--- config.mk ---
export PLATFORM = sky130hd
export DESIGN_NAME = cam_boot_loader
export DESIGN_NICKNAME = d
export VERILOG_FILES = /design/src/rtl/cam_loader_pkg.sv /design/src/rtl/busy_timeout_ctr.sv /design/src/rtl/cam_boot_loader.sv
export SDC_FILE = /design/constraint.sdc
export NUM_CORES = 1
export LEC_CHECK = 0
export CORE_MARGIN = 5
export CORE_UTILIZATION = 50
export CTS_BUF_LIST = sky130_fd_sc_hd__clkbuf_8
export CTS_CLUSTER_SIZE = 40
export DETAILED_ROUTE_END_ITERATION = 6
export PLACE_DENSITY = 0.81
export SLEW_MARGIN = 20
export SYNTH_ARGS = -nofsm -noshare
export SYNTH_HDL_FRONTEND = slang
export SYNTH_SLANG_ARGS = --single-unit
--- constraint.sdc ---
create_clock -name clk -period 2.1 [get_ports clk]
set_clock_uncertainty 0.05 [all_clocks]
set_input_delay 0.525 -clock clk [delete_from_list [all_inputs] [get_ports clk]]
set_output_delay 0.525 -clock clk [all_outputs]
set_load 0.02 [all_outputs]
--- src/rtl/cam_loader_pkg.sv ---
// Shared types and helpers for the CAM boot loader: FSM state encoding,
// erased-word pattern and loaded-count width.
package cam_loader_pkg;

  typedef enum logic [2:0] {
    IDLE,
    CAM_RST,
    REQ,
    WAIT,
    WRITE,
    NEXT,
    DONE,
    ERR
  } loader_state_e;

  localparam int MAX_DATA_W = 64;

  // Erased flash reads back as all ones in the low `width` bits.
  function automatic logic [MAX_DATA_W-1:0] ERASED_WORD(input int width);
    logic [MAX_DATA_W-1:0] w;
    w = '0;
    for (int i = 0; i < MAX_DATA_W; i++) begin
      if (i < width) w[i] = 1'b1;
    end
    return w;
  endfunction

  function automatic int LOADED_W(input int addr_w);
    return addr_w + 1;
  endfunction

endpackage

--- src/rtl/busy_timeout_ctr.sv ---
// Per-word flash busy watchdog: reloads on clear, counts down while enabled,
// flags the enabled cycle that uses up the last of TIMEOUT busy cycles.
module busy_timeout_ctr #(
  parameter int TIMEOUT = 255
) (
  input  logic clk,
  input  logic rst,
  input  logic clear,
  input  logic enable,
  output logic expired
);

  localparam int CNT_W = $clog2(TIMEOUT + 1);

  logic [CNT_W-1:0] cnt_q, cnt_d;

  always_comb begin
    cnt_d = cnt_q;
    if (clear) begin
      cnt_d = CNT_W'(TIMEOUT);
    end else if (enable && (cnt_q != '0)) begin
      cnt_d = cnt_q - 1'b1;
    end
  end

  assign expired = enable && !clear && (cnt_q == CNT_W'(1));

  always_ff @(posedge clk) begin
    if (rst) begin
      cnt_q <= CNT_W'(TIMEOUT);
    end else begin
      cnt_q <= cnt_d;
    end
  end

endmodule

--- src/rtl/cam_boot_loader.sv ---
// Boot-time copy of DEPTH password words from flash into the CAM, with CAM
// reset sequencing, busy handshake, erased-word skip and busy timeout abort.
//
// state   | meaning
// IDLE    | CAM held in reset, waiting for a boot rising edge
// CAM_RST | CAM reset held for RST_CYC cycles
// REQ     | one-cycle flash read strobe for addr
// WAIT    | waiting for flash_busy low, watchdog running
// WRITE   | one-cycle CAM write of captured word
// NEXT    | advance address or finish
// DONE    | load complete, hold while boot stays high
// ERR     | busy timeout, hold while boot stays high
module cam_boot_loader
  import cam_loader_pkg::*;
#(
  parameter int DATA_W      = 16,
  parameter int ADDR_W      = 4,
  parameter int DEPTH       = 16,
  parameter int RST_CYC     = 3,
  parameter int TIMEOUT     = 255,
  parameter int SKIP_ERASED = 1
) (
  input  logic              clk,
  input  logic              rst,
  input  logic              boot,
  input  logic              flash_busy,
  input  logic [DATA_W-1:0] flash_data,
  output logic              flash_rd,
  output logic [ADDR_W-1:0] addr_out,
  output logic              flash_to_cam,
  output logic              cam_rst,
  output logic              cam_we,
  output logic [DATA_W-1:0] cam_data,
  output logic              done,
  output logic              error,
  output logic [ADDR_W:0]   loaded_cnt
);

  localparam int LW   = LOADED_W(ADDR_W);
  localparam int RC_W = $clog2(RST_CYC + 1);
  localparam logic [DATA_W-1:0] ERASED = DATA_W'(ERASED_WORD(DATA_W));
  localparam logic [ADDR_W-1:0] LAST_ADDR = ADDR_W'(DEPTH - 1);

  loader_state_e     state_q, state_d;
  logic              boot_q, boot_d;
  logic [RC_W-1:0]   rst_cnt_q, rst_cnt_d;
  logic [ADDR_W-1:0] addr_q, addr_d;
  logic [LW-1:0]     loaded_q, loaded_d;
  logic [DATA_W-1:0] data_q, data_d;
  logic              flash_rd_q, flash_rd_d;
  logic              cam_we_q, cam_we_d;
  logic              cam_rst_q, cam_rst_d;
  logic              f2c_q, f2c_d;
  logic              done_q, done_d;
  logic              error_q, error_d;

  logic tmo_clear, tmo_en, tmo_expired;

  assign tmo_clear = (state_q == REQ);
  assign tmo_en    = (state_q == WAIT) && flash_busy;

  busy_timeout_ctr #(
    .TIMEOUT (TIMEOUT)
  ) u_tmo (
    .clk     (clk),
    .rst     (rst),
    .clear   (tmo_clear),
    .enable  (tmo_en),
    .expired (tmo_expired)
  );

  always_comb begin
    state_d    = state_q;
    boot_d     = boot;
    rst_cnt_d  = rst_cnt_q;
    addr_d     = addr_q;
    loaded_d   = loaded_q;
    data_d     = data_q;
    flash_rd_d = 1'b0;
    cam_we_d   = 1'b0;
    cam_rst_d  = cam_rst_q;
    f2c_d      = f2c_q;
    done_d     = done_q;
    error_d    = error_q;

    if (!boot) begin
      // Dropping boot abandons whatever is in flight.
      state_d   = IDLE;
      cam_rst_d = 1'b1;
      f2c_d     = 1'b0;
      done_d    = 1'b0;
      error_d   = 1'b0;
    end else begin
      case (state_q)
        IDLE: begin
          if (!boot_q) begin
            state_d   = CAM_RST;
            addr_d    = '0;
            loaded_d  = '0;
            done_d    = 1'b0;
            error_d   = 1'b0;
            cam_rst_d = 1'b1;
            f2c_d     = 1'b1;
            rst_cnt_d = RC_W'(RST_CYC);
          end
        end
        CAM_RST: begin
          if (rst_cnt_q == RC_W'(1)) begin
            state_d    = REQ;
            cam_rst_d  = 1'b0;
            flash_rd_d = 1'b1;
          end else begin
            rst_cnt_d = rst_cnt_q - 1'b1;
          end
        end
        REQ: state_d = WAIT;
        WAIT: begin
          if (!flash_busy) begin
            data_d = flash_data;
            if ((SKIP_ERASED != 0) && (flash_data == ERASED)) begin
              state_d = NEXT;
            end else begin
              state_d  = WRITE;
              cam_we_d = 1'b1;
            end
          end else if (tmo_expired) begin
            state_d   = ERR;
            error_d   = 1'b1;
            f2c_d     = 1'b0;
            cam_rst_d = 1'b0;
          end
        end
        WRITE: begin
          state_d  = NEXT;
          loaded_d = loaded_q + 1'b1;
        end
        NEXT: begin
          if (addr_q == LAST_ADDR) begin
            state_d = DONE;
            done_d  = 1'b1;
            f2c_d   = 1'b0;
          end else begin
            state_d    = REQ;
            addr_d     = addr_q + 1'b1;
            flash_rd_d = 1'b1;
          end
        end
        DONE:    state_d = DONE;
        ERR:     state_d = ERR;
        default: state_d = IDLE;
      endcase
    end
  end

  always_ff @(posedge clk) begin
    if (rst) begin
      state_q    <= IDLE;
      boot_q     <= boot;
      rst_cnt_q  <= '0;
      addr_q     <= '0;
      loaded_q   <= '0;
      data_q     <= '0;
      flash_rd_q <= 1'b0;
      cam_we_q   <= 1'b0;
      cam_rst_q  <= 1'b1;
      f2c_q      <= 1'b0;
      done_q     <= 1'b0;
      error_q    <= 1'b0;
    end else begin
      state_q    <= state_d;
      boot_q     <= boot_d;
      rst_cnt_q  <= rst_cnt_d;
      addr_q     <= addr_d;
      loaded_q   <= loaded_d;
      data_q     <= data_d;
      flash_rd_q <= flash_rd_d;
      cam_we_q   <= cam_we_d;
      cam_rst_q  <= cam_rst_d;
      f2c_q      <= f2c_d;
      done_q     <= done_d;
      error_q    <= error_d;
    end
  end

  assign flash_rd     = flash_rd_q;
  assign addr_out     = addr_q;
  assign flash_to_cam = f2c_q;
  assign cam_rst      = cam_rst_q;
  assign cam_we       = cam_we_q;
  assign cam_data     = data_q;
  assign done         = done_q;
  assign error        = error_q;
  assign loaded_cnt   = loaded_q;

endmodule

Yosys cells after proc, flatten, opt, wreduce, memory -nomap -nowiden --
Cells that the tools add are included.
Storage, ports and cells: register bits 45, word-level logic and storage cells 96, output and inout port bits 31, bits of input ports 20
Cells by class: muxes and demuxes 32, add/subtract/negate cells 4, equal/unequal tests 19, bitwise operators 3, reduce and logical (&&, ||, !) cells 25
Operators by type and width (number):
- case mux 3 bit (8 select lines) | 1
- == test 16 bit, second input constant | 1
- 2-to-1 mux 3 bit | 5
- != test 2 bit, second input constant | 7
- 2-to-1 mux 1 bit | 13
- == test 3 bit, second input constant | 4
- AND reduction 3 bit | 4
- AND reduction 4 bit | 3
- case mux 5 bit (2 select lines) | 1
- AND reduction 5 bit | 2
- == test 8 x 1 -> 1 bit, second input constant | 1
- 2-to-1 mux 4 bit | 2
- case mux 4 bit (2 select lines) | 1
- nonzero test 2 bit | 4
- nonzero test 8 bit | 1
- subtractor 8 x 1 -> 8 bit, second input constant | 1
- == test 3 x 2 -> 1 bit, second input constant | 2
- case mux 1 bit (2 select lines) | 3
- case mux 1 bit (3 select lines) | 2
- nonzero test 3 bit | 2
- adder 5 x 1 -> 5 bit, second input constant | 1
- 2-to-1 mux 5 bit | 1
- adder 4 x 1 -> 4 bit, second input constant | 1
- == test 4 bit, second input constant | 1
- 12 further kinds | 19

Depth between registers and ports, before layout --
Gate-level depths: netlist of the first run.
depth after elaboration 7, depth in mapped cells 6, mapped depth without buffers 6

Cells and area by module --
From an unflattened synthesis of the first run, not the netlist that was laid out.
Second synthesis, totals: cell total of the unflattened synthesis 245, area total of the unflattened synthesis 2059.5 um^2
Modules (own cells, without submodules):
- cam_boot_loader | sequential area each 740.7 um^2, times used 1, cells each 197, area each 1625.3 um^2
- busy_timeout_ctr | sequential area each 160.2 um^2, times used 1, cells each 48, area each 434.2 um^2

Least setup slack after synthesis of the first run --
Ideal clock, no wire load.
path type in2reg, start input boot, end register cam_rst_q (netlist: cam_rst), path buffers 2, data arrival time 1646 ps, data required time 1928 ps, setup time 122 ps, setup slack 282 ps, cell stages on the path 6, path through buf_2 > nand2b_1 > clkbuf_1 > or2_2 > or3_1 > o32a_1
Between the ends: cells in the longest elaborated chain, start to end 2
RTL lines:
- from (decl) | RTL line cam_boot_loader.sv:25 | input logic boot,
- NOT 1 bit (no line)
- OR reduction 2 bit (no line)
- to (signal assigned) | RTL line cam_boot_loader.sv:178 | cam_rst_q <= cam_rst_d;
- to (decl) | RTL line cam_boot_loader.sv:52 | logic cam_rst_q, cam_rst_d;
Every way passes these cells. A chain may end at the register's enable or synchronous reset.

Final worst setup path of the first run --
start register loaded_q[0] (netlist: loaded_cnt[0]), end output loaded_cnt[0]
RTL lines:
- from (decl) | RTL line cam_boot_loader.sv:48 | logic [LW-1:0] loaded_q, loaded_d;
- from (signal assigned) | RTL line cam_boot_loader.sv:174 | loaded_q <= loaded_d;
- to (decl) | RTL line cam_boot_loader.sv:36 | output logic [ADDR_W:0] loaded_cnt
No word-level cell between the ends.

==> results of run 1 <==
-- cells in the final DEF (no fill, tap or decap), drive strengths merged, types with 3 or more instances in the layout --
master,instances
clkdlybuf4s50,50
dfxtp,45
nand2,39
a21oi,25
buf,15
inv,14
nor2,11
or3,8
nand3,8
o21ai,7
nand4,6
ha,6
nor4,6
nor3,5
clkbuf,5
o211ai,5
xor2,4
xnor2,4
or4,3
-- through the flow --
step	hold WS, ns	utilization
6_report	0.405	0.689
5_1_grt	0.426	0.689
4_1_cts	0.410	0.689
3_5_place_dp	0.399	0.669
3_3_place_gp	0.392	0.669
2_1_floorplan	0.419	-
-- kinds of logic (layout without fill, tap and decap cells) --
group	count (synthesis)	after routing	share of synthesized area
AOI/OAI and AO/OA	50	50	0.160
DFF	45	45	0.450
muxes	1	1	0.00500
and+or+nand+nor	100	100	0.265
adders and majority gates	6	6	0.0375
buffers and inverters	23	84	0.0475
xor gates and xnor gates	8	8	0.0350
-- flip-flops by register name (all words and copies together) (netlist names) --
name          cells
cam_data         16
addr_out          4
flash_to_cam      1
cam_rst           1
cam_we            1
done              1
u_tmo.cnt_q       8
loaded_cnt        5
boot_q            1
flash_rd          1
error             1
state_q           3
rst_cnt_q         2
-- layer usage --
| layer | vias up | share of wire | GRT usage |
|---|---|---|---|
| met1 | 841 | 0.43 | 0.231 |
| met2 | 43 | 0.52 | 0.323 |
| met4 | 0 | 0.011 | 0.0664 |
| met5 | - | 0 | 0 |
| li1 | 948 | - | - |
| met3 | 8 | 0.038 | 0.0438 |
-- area by class of cell --
type	count	share of cell area
multi-input cells	165	0.371
flip-flops and latches	45	0.331
repair buffers	65	0.230
clock buffers	5	0.0253
well taps	50	0.0230
inverters	11	0.0152
clock inverters	3	0.00414
-- power by group through the flow --
stage	Combinational [mW]	Sequential (mW)	Clock (mW)
6_report	0.120	0.872	0.490
5_1_grt	0.131	0.874	0.543
4_1_cts	0.120	0.872	0.505
3_5_place_dp	0.119	0.892	0
3_3_place_gp	0.118	0.892	0
2_1_floorplan	0.0513	0.891	0
-- worst paths after layout --
path,startpoint,to,slack (ns)
worst min-delay path,cam_data[12],cam_data[12],0.41
worst max register to register,u_tmo.cnt_q[0],u_tmo.cnt_q[3],0.21
worst min register to register,cam_data[12],cam_data[12],0.41
worst max-delay path,loaded_cnt[0],loaded_cnt[0],0.17
-- tightest hold or removal path, stage by stage, from the launching register on --
cell and delay, ns:
sky130_fd_sc_hd__dfxtp_1 0.31, sky130_fd_sc_hd__nand2_1 0.05, sky130_fd_sc_hd__a21oi_1 0.05
==> results.md, run 1 <==
| Quantity | This run |
| --- | --- |
| Pin count of the biggest net entering global routing | 24 |
| Syn-to-layout area delta | 35.7% |
| Top_reg_cell synth | sky130_fd_sc_hd__dfxtp_1 |
| WP data required | 1.52 ns |
| Count of non-filler cells in the finished layout | 344 |
| Sum of negative setup slack | 0 ns |
| Setup repair after global routing missed its margin | no |
| Number of buffers inserted for hold repair after clock tree synthesis | 0 |
| P_int | 1.15 mW |
| Post-layout minimum cycle time | 1.93 ns |
| # IOs | 51 |
| Source-to-sink clock delay at the later pin of the worst-skew pair | 0.29 ns |
| Post-DP HPWL | 3.45 mm |
| Proportion of netlist area held by the largest area contributor | 0.450 |
| FF-to-FF path depth | 7 |
| Portion of the post-synthesis area used by sequential elements | 0.450 |
| Part of the power in registers | 0.588 |
| Cells traversed along the worst timing path | clkdlybuf4s50_1 |
| GRT Util Overall | 0.189 |
| Number of nets in the layout | 319 |
| Antenna diodes | 0 |
| Clock network fraction of design power | 0.331 |
| Netlist Area Pre-Place | 0.00200 mm2 |
| Filler Cell Count | 309 |
| Max-cap violation count | 0 |
| Vias post-DR | 1840 |
| Launching element type of the critical path | flop |
| Clock Root Buffer | sky130_fd_sc_hd__clkbuf_8 |
| Full die area | 0.00537 mm2 |
| Number of global-route vias before repair | 1790 |
| Sw Ratio | 0.226 |
| Sum of internal, switching and leakage power | 1.48 mW |
| Number of cells produced by synthesis | 233 |
| Global-route wire length before repair | 8.02 mm |
| Post-synthesis cell type with the largest combined area | sky130_fd_sc_hd__dfxtp_1 |
| TritonCTS buffer count | 5 |
| Mean routed wirelength per cell | 13.5 um |
| Slew headroom | 0.641 |
| Post-synthesis cell type count | 44 |
| Pin slew with the least headroom to its limit | 0.538 ns |
| Capturing element type of the critical path | primary output |
| Buffers and inverters on the worst path | 1 |
| Placed cell areas | 0.00264 mm2 |
| Setup bufs post-CTS | 0 |
| Setup slack at placement | -0.0371 ns |
| EDFF count, synth | 0 |
| Clock tree from TritonCTS | done |
| Critical Path AT | 1.35 ns |
| Crit path largest cell delay | 0.65 ns |
| Worst-path maximum fanout | 5 |
| Max clock buf depth | 2 |
| Number of pins exceeding their max-slew limit in the final report | 0 |
| Share of final-layout standard cells stronger than drive strength 1 | 0.0918 |
| Quantity of I/O buffers inserted on ports | 50 |
| Vertical die dimension | 73.3 um |
| Total global routing overflow | 0 |
| H-tree levels | 2 |
| Critical path's top delay family | buffers and inverters |
| Number of vias per cell | 5.35 |
| Part of the cycle the worst path needs | 0.919 |
| Run status | finished clean |
| Final routed DRC violation total | 0 |
| Post-route standard cell area excluding fillers | 0.00272 mm2 |
| DIE WIDTH | 73.3 um |
| Share of async-settable or async-resettable flops after synthesis | 0 |
| Core Area | 0.00394 mm2 |
| Synthesized flop and latch total | 45 |
| Syn nets | 259 |
| Switching component of the power | 335 uW |
| Power per Cell Area | 545 mW/mm2 |
| Wire length after detailed routing | 4.63 mm |
| Worst path slowest cell | sky130_fd_sc_hd__clkdlybuf4s50_1 |
| Worst min path class | reg -> reg |
| Post-CTS Resized | 0 |
| Post-DRT Antenna Nets | 0 |
| Combinational share of power | 0.081 |
| Placer's final routability congestion estimate | 0.818 |
| Total of warnings raised by yosys | 0 |
| Cell row count | 23 |
| Logic depth of the worst setup path including buffers | 1 |
| Leading post-synthesis cells by instance count | sky130_fd_sc_hd__dfxtp_1 (45), sky130_fd_sc_hd__nand2_1 (39), sky130_fd_sc_hd__a21oi_1 (25), sky130_fd_sc_hd__inv_1 (11), sky130_fd_sc_hd__nor2_1 (11) |
| Final Setup Violations | 0 |
| Area occupied by multi-input gates | 0.00101 mm2 |
| Per-instance average area after synthesis | 8.60 um2 |
| WHS Path Cells | 2 |
| Area used by sequential logic in the layout | 901 um2 |
| Number of DRC violations after detailed-routing iteration 0 | 114 |
| Hold Violations, Final | 0 |
| Clock Pin Slew Worst Setup and Hold Paths | 0.07 ns |
| FMAX | 518 MHz |
| Starting density of the core | 0.508 |
| Worst IR drop on VDD | 0.373 mV |
| Initial antenna violation count | 0 |
| Placed Cells | 336 |
| Most common cell in the netlist | sky130_fd_sc_hd__dfxtp_1 |
| Clock Sinks | 45 |
| Crit path setup slack, layout | 0.171 ns |
| Leakage power | 0.987 nW |
| Synth top area cells | sky130_fd_sc_hd__dfxtp_1 (45%), sky130_fd_sc_hd__nand2_1 (7.3%), sky130_fd_sc_hd__a21oi_1 (6.2%) |
| Initial DRT Pass Iterations | 5 |
| Worst setup path class | reg -> out |
(Power assumes the default switching activity.)
==> inputs of run 2 (changes only) <==
--- a/config.mk
+++ b/config.mk
@@ -6,10 +6,11 @@
 export NUM_CORES = 1
 export LEC_CHECK = 0
 export CORE_MARGIN = 5
-export CORE_UTILIZATION = 50
+export CORE_UTILIZATION = 65
 export CTS_BUF_LIST = sky130_fd_sc_hd__clkbuf_8
 export CTS_CLUSTER_SIZE = 40
 export DETAILED_ROUTE_END_ITERATION = 6
+export DONT_BUFFER_PORTS = 1
 export PLACE_DENSITY = 0.81
 export SLEW_MARGIN = 20
 export SYNTH_ARGS = -nofsm -noshare
==> run 2 against run 1 <==
  * Final area shrank 22%
  * Die area is 20% lower
  * Largest cell class unchanged
  * Critical path type is now reg -> reg
  * Sequential share of layout area grew 9.1 points
==> results.md, run 2 (synthesized netlist as in run 1, its figures left out) <==
| Quantity | This run |
| --- | --- |
| Critical Path AT | 2.00 ns |
| Number of global-route vias before repair | 1657 |
| Post-DP HPWL | 3.23 mm |
| Worst setup path class | reg -> reg |
| Filler Cell Count | 245 |
| Part of the cycle the worst path needs | 0.870 |
| Share of final-layout standard cells stronger than drive strength 1 | 0.0815 |
| Commonest non-fill, non-tap cells in the layout | sky130_fd_sc_hd__dfxtp_1 (45), sky130_fd_sc_hd__nand2_1 (39), sky130_fd_sc_hd__a21oi_1 (25), sky130_fd_sc_hd__inv_1 (12), sky130_fd_sc_hd__nor2_1 (11) |
| Cell row count | 20 |
| Placed Cells | 258 |
| Final routed DRC violation total | 0 |
| Number of nets in the layout | 258 |
| Post-DRT Antenna Nets | 0 |
| Clock network fraction of design power | 0.407 |
| Total global routing overflow | 0 |
| Syn-to-layout area delta | 6.50% |
| DIE WIDTH | 65.5 um |
| Post-route standard cell area excluding fillers | 0.00213 mm2 |
| End-of-flow core utilization | 0.710 |
| Crit path setup slack, layout | 0.272 ns |
| Combinational share of power | 0.038 |
| Global-route met1 utilization | 0.221 |
| Critical path's top delay family | simple AND/OR/NAND/NOR gates |
| Most congested layer reported by global routing | met2 |
| Cells traversed along the worst timing path | nor4_4, a2bb2oi_1, or3_1, a21oi_1 |
| Clock Pin Slew Worst Setup and Hold Paths | 0.09 ns |
| Starting density of the core | 0.667 |
| Number of vias per cell | 6.37 |
| H-tree levels | 2 |
| Final Setup Violations | 0 |
| Setup slack at placement | 0.302 ns |
| Core Area | 0.00300 mm2 |
| Sum of negative setup slack | 0 ns |
| GRT Util Overall | 0.210 |
| Initial DRT Pass Iterations | 4 |
| Initial antenna violation count | 0 |
| Clock tree from TritonCTS | done |
| Placed cell areas | 0.00202 mm2 |
| Count of non-filler cells in the finished layout | 266 |
| Setup repair after global routing missed its margin | no |
| Power per Cell Area | 737 mW/mm2 |
| Source-to-sink clock delay at the later pin of the worst-skew pair | 0.30 ns |
| Launching element type of the critical path | flop |
| Vertical die dimension | 65.5 um |
| Buffers and inverters on the worst path | 0 |
| Quantity of I/O buffers inserted on ports | 0 |
| Leakage power | 0.758 nW |
| Hold Violations, Final | 0 |
| Full die area | 0.00429 mm2 |
| Vias post-DR | 1694 |
| Number of DRC violations after detailed-routing iteration 0 | 68 |
| Clock Sinks | 45 |
| Antenna diodes | 0 |
| Worst-path maximum fanout | 15 |
| WP data required | 2.27 ns |
| Area used by sequential logic in the layout | 901 um2 |
| Number of flip-flops in the largest register | 16 |
| # IOs | 51 |
| Commonest non-fill, non-tap cell in the layout | sky130_fd_sc_hd__dfxtp_1 |
| Sw Ratio | 0.213 |
| Worst min path class | in -> reg |
| P_int | 1.24 mW |
| Placer's final routability congestion estimate | 0.873 |
| Crit path largest cell delay | 0.48 ns |
| Worst path slowest cell | sky130_fd_sc_hd__dfxtp_1 |
| Slew headroom | 0.645 |
| Global-route wire length before repair | 7.07 mm |
| Wire length after detailed routing | 4.23 mm |
| Pin count of the biggest net entering global routing | 25 |
| GR Layer Usage met3 | 0.0838 |
| Max-cap violation count | 0 |
| Run status | finished clean |
| Switching component of the power | 335 uW |
| Worst IR drop on VDD | 0.525 mV |
| TritonCTS buffer count | 5 |
| Number of pins exceeding their max-slew limit in the final report | 0 |
| FMAX | 547 MHz |
| Max clock buf depth | 2 |
| Mean routed wirelength per cell | 15.9 um |
| Clock Root Buffer | sky130_fd_sc_hd__clkbuf_8 |
| Part of the power in registers | 0.555 |
| Area occupied by multi-input gates | 0.00101 mm2 |
| GR met2 Demand/Resource | 0.381 |
| Capturing element type of the critical path | flop |
| Pin slew with the least headroom to its limit | 0.531 ns |
| Post-layout minimum cycle time | 1.83 ns |
run 2: changes by cell type in the layout (fill, tap and decap cells not counted), sizes merged:
cell	before	now
clkinv	0	1
clkdlybuf4s50	50	0
inv	14	12
buf	15	4
bufinv	0	1
run 2: power by group through the flow:
| stage | Combinational, mW | Sequential [mW] | Clock (mW) |
|---|---|---|---|
| global placement | 0.0553 | 0.892 | 0 |
| finish | 0.0590 | 0.873 | 0.640 |
| detailed placement | 0.0585 | 0.893 | 0 |
| CTS | 0.0589 | 0.873 | 0.645 |
| floorplan | 0.0513 | 0.891 | 0 |
| global route | 0.0665 | 0.874 | 0.689 |
run 2: worst register-to-register path: cells and delay by family, from the launching register on:
family / cells / cell delay, ns
AOI/OAI and AO/OA: 2 / 0.38
DFF: 1 / 0.48
and+or+nand+nor: 2 / 0.84
run 2: what timing repair did:
action | in CTS | in global routing
gates resized for setup | 0 | 1
hold buffers | 0 | 0
buffers inserted | 0 | 0
setup endpoints to repair | 0 | 1
run 2: stage by stage:
| stage | hold WS [ns] | total power, mW |
|---|---|---|
| after floorplan | 0.419 | 0.943 |
| after global placement | 0.429 | 0.947 |
| after detailed placement | 0.438 | 0.951 |
| after CTS | 0.201 | 1.58 |
| after global routing | 0.192 | 1.63 |
| final | 0.209 | 1.57 |
run 2: area by class of cell:
class | count | share of cell area
multi-input combinational | 165 | 0.473
inverter | 11 | 0.0194
tap | 33 | 0.0194
clock inverter | 3 | 0.0199
clock buffer | 5 | 0.0323
sequential | 45 | 0.422
timing repair buffer | 4 | 0.0141
run 2: final timing paths:
path / from / end / slack (ns) / cells after the start
max: state_q[1] / addr_out[2] / 0.27 / 4
min: boot / boot_q / 0.21 / 0
max reg2reg: state_q[1] / addr_out[2] / 0.27 / 4
min reg2reg: rst_cnt_q[1] / rst_cnt_q[1] / 0.45 / 2
run 2: per-layer routing:
metal / vias up / part of all wire
met1: 799 / 0.38
met3: 6 / 0.085
met5: - / 0
li1: 829 / -
met2: 60 / 0.53
met4: 0 / 0.0080
==> inputs of run 3 (changes only) <==
--- a/config.mk
+++ b/config.mk
@@ -12,6 +12,7 @@
 export DETAILED_ROUTE_END_ITERATION = 6
 export DONT_BUFFER_PORTS = 1
 export PLACE_DENSITY = 0.81
+export SETUP_SLACK_MARGIN = 0.5
 export SLEW_MARGIN = 20
 export SYNTH_ARGS = -nofsm -noshare
 export SYNTH_HDL_FRONTEND = slang
==> run 3 against run 2 <==
  * Via count grew 0.89%
  * Setup slack gained 0.16 ns
  * Global-route usage grew 0.88 points
  * Final cell count grew 3.0%
  * Flip-flop and latch count is the same
  * Die area is the same
  * Wire length grew 5.0%
  * Count of clock-buffer cells in the layout grew 1
  * Non-clock buffer count grew 9
  * Clock power shrank 19%
  * Critical endpoint is now u_tmo.cnt_q[7]
==> results.md, run 3 (synthesized netlist as in run 1, its figures left out) <==
| Quantity | This run |
| --- | --- |
| Run status | finished clean |
| Sw Ratio | 0.213 |
| Post-DRT Antenna Nets | 0 |
| Critical path's top delay family | simple AND/OR/NAND/NOR gates |
| Post-DP HPWL | 3.11 mm |
| TritonCTS buffer count | 5 |
| Combinational share of power | 0.042 |
| Clock Pin Slew Worst Setup and Hold Paths | 0.08 ns |
| Cells traversed along the worst timing path | inv_2, ha_1, or4b_4, o211ai_4, or4_1, nand3_1 |
| GRT Util Overall | 0.218 |
| # IOs | 51 |
| Power per Cell Area | 640 mW/mm2 |
| Global-route wire length before repair | 7.30 mm |
| Pin count of the biggest net entering global routing | 25 |
| Mean routed wirelength per cell | 16.2 um |
| Quantity of I/O buffers inserted on ports | 0 |
| Number of DRC violations after detailed-routing iteration 0 | 108 |
| Placer's final routability congestion estimate | 0.845 |
| Vertical die dimension | 65.5 um |
| Initial antenna violation count | 0 |
| Source-to-sink clock delay at the later pin of the worst-skew pair | 0.29 ns |
| Part of the power in registers | 0.602 |
| Clock Root Buffer | sky130_fd_sc_hd__clkbuf_8 |
| Worst setup path class | reg -> reg |
| Clock Sinks | 45 |
| Hold Violations, Final | 0 |
| End-of-flow core utilization | 0.758 |
| Clock tree from TritonCTS | done |
| Max clock buf depth | 2 |
| DIE WIDTH | 65.5 um |
| Worst-path maximum fanout | 5 |
| Commonest non-fill, non-tap cells in the layout | sky130_fd_sc_hd__nand2_1 (38), sky130_fd_sc_hd__dfxtp_1 (37), sky130_fd_sc_hd__a21oi_1 (25), sky130_fd_sc_hd__buf_4 (13), sky130_fd_sc_hd__nor2_1 (11) |
| Number of nets in the layout | 267 |
| Starting density of the core | 0.667 |
| Slew headroom | 0.696 |
| Switching component of the power | 310 uW |
| Number of pins exceeding their max-slew limit in the final report | 0 |
| Total global routing overflow | 0 |
| Final routed DRC violation total | 0 |
| Number of vias per cell | 6.24 |
| Final Setup Violations | 0 |
| Capturing element type of the critical path | flop |
| Worst path slowest cell | sky130_fd_sc_hd__or4b_4 |
| Number of flip-flops in the largest register | 16 |
| Buffers and inverters on the worst path | 1 |
| Wire length after detailed routing | 4.44 mm |
| Clock network fraction of design power | 0.356 |
| Leakage power | 0.778 nW |
| Number of global-route vias before repair | 1745 |
| WP data required | 2.23 ns |
| Sum of negative setup slack | 0 ns |
| Cell row count | 20 |
| Worst min path class | in -> reg |
| Vias post-DR | 1709 |
| Core Area | 0.00300 mm2 |
| Worst IR drop on VDD | 0.472 mV |
| P_int | 1.14 mW |
| Post-layout minimum cycle time | 1.66 ns |
| Commonest non-fill, non-tap cell in the layout | sky130_fd_sc_hd__nand2_1 |
| Setup repair after global routing missed its margin | yes |
| Syn-to-layout area delta | 13.6% |
| Crit path largest cell delay | 0.51 ns |
| Antenna diodes | 0 |
| Initial DRT Pass Iterations | 4 |
| Max-cap violation count | 0 |
| Share of final-layout standard cells stronger than drive strength 1 | 0.203 |
| FMAX | 601 MHz |
| Critical Path AT | 1.80 ns |
| H-tree levels | 2 |
| Launching element type of the critical path | flop |
| Part of the cycle the worst path needs | 0.792 |
| Pin slew with the least headroom to its limit | 0.444 ns |
| Full die area | 0.00429 mm2 |
[run 3: changes by cell type in the layout (fill, tap and decap cells not counted), sizes merged]
| cell | delta |
|---|---|
| buf | +9 |
| bufinv | -1 |
| clkbuf | +1 |
| clkinv | -1 |
[run 3: final timing paths]
kind,from,end,slack (ns),cells after the start
worst max-delay path,u_tmo.cnt_q[0],u_tmo.cnt_q[7],0.44,6
worst min register to register,rst_cnt_q[1],rst_cnt_q[1],0.46,2
worst max register to register,u_tmo.cnt_q[0],u_tmo.cnt_q[7],0.44,6
worst min-delay path,boot,boot_q,0.21,0
[run 3: routing by layer]
layer,GRT usage,up-vias,part of all wire
li1,-,839,-
met1,0.220,795,0.40
met2,0.388,63,0.50
met3,0.0872,12,0.074
met4,0.106,0,0.024
met5,0,-,0
[run 3: timing repair]
| item | in CTS | in global routing |
|---|---|---|
| hold endpoints to repair | 0 | 0 |
| pin swaps | 4 | 6 |
| setup endpoints to repair | 32 | 13 |
| buffers inserted | 5 | 4 |
| hold buffers | 0 | 0 |
| gates resized for setup | 15 | 4 |
[run 3: worst register-to-register path, stage by stage, from the launching register on]
cell and delay (ns):
sky130_fd_sc_hd__dfxtp_2 0.34, sky130_fd_sc_hd__inv_2 0.06, sky130_fd_sc_hd__ha_1 0.13, sky130_fd_sc_hd__or4b_4 0.51, sky130_fd_sc_hd__o211ai_4 0.24, sky130_fd_sc_hd__or4_1 0.17, sky130_fd_sc_hd__nand3_1 0.07
[run 3: final cells by class]
| cell class | count | area (um2) |
|---|---|---|
| repair buffers | 13 | 97.6 |
| fillers | 219 | 728 |
| inverters | 11 | 41.3 |
| flip-flops and latches | 45 | 913 |
| multi-input cells | 165 | 1090 |
| well taps | 33 | 41.3 |
| clock buffers | 6 | 82.6 |
| clock inverters | 1 | 3.75 |
[run 3: power groups by stage]
stage | logic [mW] | clock network, mW | registers, mW
finish | 0.0610 | 0.519 | 0.875
global route | 0.0681 | 0.566 | 0.877
CTS | 0.0596 | 0.527 | 0.875
detailed placement | 0.0568 | 0 | 0.895
global placement | 0.0546 | 0 | 0.895
floorplan | 0.0579 | 0 | 0.892
[run 3: per-stage QoR]
step	total power, mW	std cells	setup WS (ns)	hold WS (ns)	area [um2]
after global routing	1.51	274	0.369	0.183	2270
after CTS	1.46	270	0.444	0.199	2220
after floorplan	0.950	233	0.469	0.419	2060
final	1.46	274	0.436	0.208	2270
after global placement	0.949	258	0.426	0.429	2050
after detailed placement	0.952	258	0.366	0.455	2050
